`src/rtl/hpi_pkg.sv`:
```
// Shared types for the HPI target: register selects, FSM states, status bit layout.
// Latency: n/a (types and constants only).
// Backpressure: n/a.
package hpi_pkg;

   // Register selected by the 2-bit HPI address.
   typedef enum logic [1:0] {
      REG_DATA    = 2'd0,
      REG_MAILBOX = 2'd1,
      REG_ADDRESS = 2'd2,
      REG_STATUS  = 2'd3
   } hpi_reg_e;

   // Host access sequencer states.
   typedef enum logic [1:0] {
      ST_IDLE    = 2'd0,
      ST_RD_WAIT = 2'd1,
      ST_RD_HOLD = 2'd2,
      ST_WR_HOLD = 2'd3
   } hpi_state_e;

   // STATUS register bit positions.
   localparam int STAT_IRQ_BIT   = 0;   // host-bound mailbox full
   localparam int STAT_VALID_BIT = 1;   // device-bound mailbox full
   localparam int STAT_ERR_BIT   = 15;  // sticky rd+wr collision

   function automatic logic [15:0] status_word(input logic err,
                                               input logic h2d_vld,
                                               input logic d2h_vld);
      logic [15:0] s;
      s                 = '0;
      s[STAT_ERR_BIT]   = err;
      s[STAT_VALID_BIT] = h2d_vld;
      s[STAT_IRQ_BIT]   = d2h_vld;
      return s;
   endfunction

endpackage

```
`src/rtl/hpi_ram.sv`:
```
// Single-port synchronous word RAM backing the HPI DATA register.
// Latency: read data appears one cycle after an enabled read; holds until the next enabled read.
// Backpressure: none; one access per cycle when en is high.
// Ports: clk; en/we/addr/wdata access request; rdata registered read word.
module hpi_ram #(
   parameter int DEPTH = 256,
   parameter int AW    = $clog2(DEPTH)
) (
   input  logic          clk,
   input  logic          en,
   input  logic          we,
   input  logic [AW-1:0] addr,
   input  logic [15:0]   wdata,
   output logic [15:0]   rdata
);

   logic [15:0] mem [DEPTH];

   // rdata only moves on a read, so the target can hold a read word on the bus
   // for as long as the host keeps the strobe low.
   always_ff @(posedge clk) begin
      if (en) begin
         if (we) begin
            mem[addr] <= wdata;
         end else begin
            rdata <= mem[addr];
         end
      end
   end

endmodule

```
`src/rtl/hpi_target.sv`:
```
// HPI target: strobe decode, auto-incrementing word RAM, address/mailbox/status registers.
// Latency: read data valid RD_LAT cycles after the first sampled rd_n low; writes take effect at the start cycle.
// Backpressure: none; host paces accesses with its strobes, device mailbox ports are single-cycle pulses.
// Ports: Clk/Reset; hpi_* host bus (cs/rd/wr strobes, addr, data in/out, output enable);
//        dev_mbx_* device-side mailbox (load host-bound word, pop device-bound word); dev_irq.
module hpi_target
   import hpi_pkg::*;
#(
   parameter int DEPTH  = 256,
   parameter int RD_LAT = 2
) (
   input  logic        Clk,
   input  logic        Reset,
   input  logic        hpi_cs_n,
   input  logic        hpi_rd_n,
   input  logic        hpi_wr_n,
   input  logic [1:0]  hpi_addr,
   input  logic [15:0] hpi_data_in,
   output logic [15:0] hpi_data_out,
   output logic        hpi_data_oe,
   input  logic        dev_mbx_wr,
   input  logic [15:0] dev_mbx_wdata,
   input  logic        dev_mbx_rd,
   output logic [15:0] dev_mbx_rdata,
   output logic        dev_mbx_valid,
   output logic        dev_irq
);

   localparam int         AW        = $clog2(DEPTH);
   localparam logic [7:0] WAIT_INIT = 8'(RD_LAT - 1);

   hpi_state_e  state_q, state_d;
   logic [7:0]  wait_q, wait_d;
   logic        rd_n_q, wr_n_q;
   hpi_reg_e    acc_q;
   logic [15:0] hold_q;
   logic [15:0] addr_q;
   logic [15:0] h2d_dat_q, d2h_dat_q;
   logic        h2d_vld_q, d2h_vld_q;
   logic        err_q;
   logic [15:0] ram_rdata;

   hpi_reg_e    reg_sel;
   logic        start, both_low, rd_start, wr_start;
   logic        rd_end, wr_end, rd_done, wr_done;
   logic        ram_en;

   assign reg_sel  = hpi_reg_e'(hpi_addr);
   // A start needs a strobe that was high last cycle; the history regs reset
   // to "low" so a strobe held through reset cannot fire an access.
   assign start    = (state_q == ST_IDLE) && !hpi_cs_n &&
                     ((!hpi_rd_n && rd_n_q) || (!hpi_wr_n && wr_n_q));
   assign both_low = start && !hpi_rd_n && !hpi_wr_n;
   assign rd_start = start && !hpi_rd_n &&  hpi_wr_n;
   assign wr_start = start &&  hpi_rd_n && !hpi_wr_n;
   assign rd_end   = hpi_cs_n || hpi_rd_n;
   assign wr_end   = hpi_cs_n || hpi_wr_n;

   always_comb begin
      state_d = state_q;
      wait_d  = wait_q;
      rd_done = 1'b0;
      wr_done = 1'b0;
      case (state_q)
         ST_IDLE: begin
            if (rd_start) begin
               // RAM word is already on ram_rdata one cycle after start, so a
               // single-cycle latency can go straight to the hold state.
               state_d = (RD_LAT == 1) ? ST_RD_HOLD : ST_RD_WAIT;
               wait_d  = WAIT_INIT;
            end else if (wr_start) begin
               state_d = ST_WR_HOLD;
            end
         end
         ST_RD_WAIT: begin
            if (rd_end) begin
               state_d = ST_IDLE;
            end else if (wait_q <= 8'd1) begin
               state_d = ST_RD_HOLD;
            end else begin
               wait_d = wait_q - 8'd1;
            end
         end
         ST_RD_HOLD: begin
            if (rd_end) begin
               state_d = ST_IDLE;
               rd_done = 1'b1;
            end
         end
         ST_WR_HOLD: begin
            if (wr_end) begin
               state_d = ST_IDLE;
               wr_done = 1'b1;
            end
         end
         default: state_d = ST_IDLE;
      endcase
   end

   assign ram_en = (rd_start || wr_start) && (reg_sel == REG_DATA);

   hpi_ram #(.DEPTH(DEPTH), .AW(AW)) u_ram (
      .clk   (Clk),
      .en    (ram_en),
      .we    (wr_start),
      .addr  (addr_q[AW:1]),
      .wdata (hpi_data_in),
      .rdata (ram_rdata)
   );

   always_ff @(posedge Clk) begin
      if (Reset) begin
         state_q   <= ST_IDLE;
         wait_q    <= '0;
         rd_n_q    <= 1'b0;
         wr_n_q    <= 1'b0;
         acc_q     <= REG_DATA;
         hold_q    <= '0;
         addr_q    <= '0;
         h2d_dat_q <= '0;
         h2d_vld_q <= 1'b0;
         d2h_dat_q <= '0;
         d2h_vld_q <= 1'b0;
         err_q     <= 1'b0;
      end else begin
         state_q <= state_d;
         wait_q  <= wait_d;
         rd_n_q  <= hpi_rd_n;
         wr_n_q  <= hpi_wr_n;

         if (start) begin
            acc_q <= reg_sel;
         end

         // Register reads are snapshotted at start so the bus stays stable
         // even if the device updates the mailbox mid-access.
         if (rd_start) begin
            case (reg_sel)
               REG_MAILBOX: hold_q <= d2h_dat_q;
               REG_ADDRESS: hold_q <= addr_q;
               REG_STATUS:  hold_q <= status_word(err_q, h2d_vld_q, d2h_vld_q);
               default:     hold_q <= '0;
            endcase
         end

         if (both_low) begin
            err_q <= 1'b1;
         end

         if (wr_start && reg_sel == REG_ADDRESS) begin
            addr_q <= hpi_data_in;
         end else if ((rd_done || wr_done) && acc_q == REG_DATA) begin
            addr_q <= addr_q + 16'd2;
         end

         // Host write beats a same-cycle device pop.
         if (wr_start && reg_sel == REG_MAILBOX) begin
            h2d_dat_q <= hpi_data_in;
            h2d_vld_q <= 1'b1;
         end else if (dev_mbx_rd) begin
            h2d_vld_q <= 1'b0;
         end

         // Device load beats a same-cycle host read-clear.
         if (dev_mbx_wr) begin
            d2h_dat_q <= dev_mbx_wdata;
            d2h_vld_q <= 1'b1;
         end else if (rd_done && acc_q == REG_MAILBOX) begin
            d2h_vld_q <= 1'b0;
         end
      end
   end

   assign hpi_data_oe   = (state_q == ST_RD_WAIT) || (state_q == ST_RD_HOLD);
   assign hpi_data_out  = (state_q != ST_RD_HOLD) ? 16'h0000 :
                          (acc_q == REG_DATA)     ? ram_rdata : hold_q;
   assign dev_mbx_rdata = h2d_dat_q;
   assign dev_mbx_valid = h2d_vld_q;
   assign dev_irq       = d2h_vld_q;

endmodule

```
`config.mk`:
```
export PLATFORM = sky130hd
export DESIGN_NAME = hpi_target
export DESIGN_NICKNAME = d
export VERILOG_FILES = /design/src/rtl/hpi_pkg.sv /design/src/rtl/hpi_ram.sv /design/src/rtl/hpi_target.sv
export SDC_FILE = /design/constraint.sdc
export NUM_CORES = 2
export LEC_CHECK = 0
export BUFFER_PORTS_ARGS = -buffer_cell sky130_fd_sc_hd__clkbuf_2
export CAP_MARGIN = 15
export CORE_UTILIZATION = 25
export CTS_CLUSTER_DIAMETER = 200
export DETAILED_ROUTE_END_ITERATION = 12
export HOLD_SLACK_MARGIN = 0.02
export PLACE_DENSITY = 0.37
export SYNTH_ARGS = -nofsm -noshare
export SYNTH_HDL_FRONTEND = slang
export SYNTH_HIERARCHICAL = 1
export SYNTH_SLANG_ARGS = --single-unit
```
`constraint.sdc`:
```
create_clock -name Clk -period 5.2 [get_ports Clk]
set_input_delay 0.26 -clock Clk [delete_from_list [all_inputs] [get_ports Clk]]
set_output_delay 0.26 -clock Clk [all_outputs]
set_load 0.03 [all_outputs]
```
==> flow_metrics.tcl <==
set metrics [dict create \
    nNetsFinal 8030 \
    die_y_um 800 \
    area_growth_syn_to_layout_pct 19.5 \
    grt_max_degree 133 \
    synth_flop_cell "edfxtp_1" \
    slew_headroom_pct 19.8 \
    port_buffers 75 \
    clk_pin_slew_ns 0.06 \
    cp.arrival_ns 5.12 \
    clock-sinks 4193 \
    drt_iter0_markers 8076 \
    grt_pass1_wl_um 704000 \
    synth.top_cell.area_share_pct 77.5 \
    status "complete, no violations" \
    clockRootBuffer "clkbuf_16" \
    antenna_found_initial 49 \
    p_leak_nw 56.9 \
    setup_tns_ns 0 \
    dr.pass1.iters 7 \
    synth.cell_area_um2 159000 \
    grt_pass1_vias 81500 \
    avgSynthCellArea_um2 22.1 \
    total_power_mw 78.8 \
    period_share_pct 85.3 \
    synthesis.nets 7241 \
    ys_seq_elements 4193 \
    synth_area_leaders "edfxtp_1, mux4_2, a22oi_1, dfxtp_1, a21oi_1" \
    drive_gt1_share_pct 30.4 \
    cts_tree "built" \
    synth.most_common_cell "edfxtp_1" \
    fill_cells 61300 \
    h-tree-depth 5 \
    crit_path_max_fanout 16 \
    routed.top_layer "met5" \
    cp_common_cell "buf_4" \
    synthDistinctLibCells 56 \
    synth_edf_count 4112 \
    met3_length_um 23700 \
    routedWlPerCell_um 30.7 \
    start_kind "flop" \
    cellPowerDensity_nw_per_um2 414 \
    routedLengthMet1_um 233000 \
    slew_violations 0 \
    cts_buffers 458 \
    start_util_pct 25.1 \
    drt_wl_total_um 515000 \
    drc 0 \
    critical_path_buf_inv_count 4 \
    yosysTopAreaCell "edfxtp_1" \
    dieArea_um2 640000 \
    track_usage_pct 15.8 \
    finalSetupViolations 0 \
    async_reset_ff_share_pct 0 \
    hold_viol 0 \
    antenna_left 0 \
    seq_area_frac_synth_pct 78.6 \
    cts_hold_buf 96 \
    post-cts-setup-buffer-count 0 \
    final_util_pct 30.1 \
    cap_violations 0 \
    worstSetupEndpointType "flop" \
    post_dp_cell_area_um2 175000 \
    critPathKind "reg -> reg" \
    dp_hpwl_um 316000 \
    vias 78100 \
    crit_family "simple AND/OR/NAND/NOR gates" \
    critPathMaxStageDelay_ns 0.43 \
    grt.overflow.total 0 \
    ys_warn_count 6 \
    slowest_stage "nor2b_1" \
    io_pins 76 \
    path_cells "inv_1 > ha_1 > nor2b_1 > and2_1 > nor2_1 > nor3_1 > nand2_1 > nor3_1 > buf_4 > nand2_2 > buf_4 > nor2_2 > buf_4" \
    gp_congestion 0.775 \
    synth_cells 7192 \
    yosys-top-cells-count "edfxtp_1, mux4_2, a22oi_1" \
    finClkSkew_ns 0.0630 \
    coreArea_um2 634000 \
    min_path_type "in -> reg" \
    ir_drop_uv 341 \
    avgViaCountPerCell 4.66 \
    worstSkewPairLatency_ns 1.03 \
    timing.hold.ws_ns 0.299 \
    rsz0062_at_grt "false" \
    cts_buffer_depth 4 \
    max_freq_mhz 225 \
    die_w_um 800 \
    ctsResizeCount 0 \
    critPathRequiredTime_ns 5.88 \
    design_area_um2 190000 \
    rows 292 \
    wl_met2_um 246000 \
    min_period_ns 4.44 \
    worstMarginPinSlew_ns 1.20 \
]
[layout make-up]
cell class | count | area [µm²] | share of cell area, %
Antenna cell | 28 | 70.1 | 0.0368
Clock buffer | 561 | 12000 | 6.29
Clock inverter | 277 | 2500 | 1.31
Inverter | 14 | 52.6 | 0.0276
Multi-Input combinational cell | 2541 | 33100 | 17.4
Sequential cell | 4193 | 125000 | 65.7
Tap cell | 8379 | 10500 | 5.51
Timing Repair Buffer | 773 | 7090 | 3.72
[cells in the final DEF, fill, tap and decap left out, drive strengths merged, types with 8 or more instances in the layout]
| cell | instances |
|---|---|
| ha | 8 |
| a311oi | 8 |
| o41ai | 64 |
| diode | 28 |
| dfxtp | 81 |
| a211oi | 28 |
| nor2 | 319 |
| dlygate4sd3 | 96 |
| bufinv | 35 |
| buf | 618 |
| mux4 | 1024 |
| mux2i | 26 |
| a22oi | 528 |
| a21oi | 279 |
| a21boi | 17 |
| nor2b | 15 |
| nand3 | 9 |
| nand2 | 106 |
| or3 | 8 |
| nand2b | 14 |
| clkinv | 216 |
| clkbuf | 620 |
| nand4 | 18 |
| clkinvlp | 11 |
| inv | 29 |
| o21ai | 11 |
| edfxtp | 4112 |
[kinds of logic after synthesis]
logic type	Yosys count	share of synthesized area, %
adders and majority gates	8	0.0629
DFF	4193	78.6
muxes	1054	14.7
buffers and inverters	458	1.18
AOI/OAI and AO/OA	954	4.12
xor gates and xnor gates	6	0.0330
and+or+nand+nor	519	1.38
[report_power, final]
group | internal (mW) | leakage, nW | switching (mW) | total, mW
logic | 4.36 | 12.3 | 5.39 | 9.75
registers | 37.2 | 37.6 | 0.124 | 37.3
clock network | 18.1 | 7.06 | 13.7 | 31.8
total | 59.6 | 56.9 | 19.2 | 78.8
[metrics by stage]
stage / setup slack (ns) / cells
2_1_floorplan: 1.61 / 7192
3_3_place_gp: 0.674 / 15800
3_5_place_dp: 0.714 / 15800
4_1_cts: 0.691 / 16700
5_1_grt: 0.334 / 16700
6_report: 0.762 / 16800
[layer usage]
metal / GRT usage (%) / up-vias
met3: 1.98 / 542
li1: - / 32300
met5: 0 / -
met4: 3.29 / 12
met1: 22.4 / 43100
met2: 25.9 / 2120
[final timing paths]
check / start / end / slack [ns] / depth (start not counted)
worst max-delay path: state_q[1]$_SDFFE_PP0P_ / u_ram/mem[248][10]$_DFFE_PP_ / 0.76 / 13
worst min-delay path: hpi_data_in[11] / u_ram/mem[74][11]$_DFFE_PP_ / 0.30 / 2
worst max register to register: state_q[1]$_SDFFE_PP0P_ / u_ram/mem[248][10]$_DFFE_PP_ / 0.76 / 13
worst min register to register: dev_mbx_rdata[14]$_SDFFE_PP0P_ / dev_mbx_rdata[14]$_SDFFE_PP0P_ / 0.45 / 2
[state kept, by name, indices dropped and copies added, names as in the netlist]
register / flops
addr_q: 16
dev_mbx_valid: 1
err_q: 1
rd_n_q: 1
dev_irq: 1
u_ram/rdata: 16
wr_n_q: 1
wait_q: 8
u_ram/mem: 4096
dev_mbx_rdata: 16
state_q: 2
acc_q: 2
d2h_dat_q: 16
hold_q: 16
Note: power is estimated with default switching activity, not from simulation.
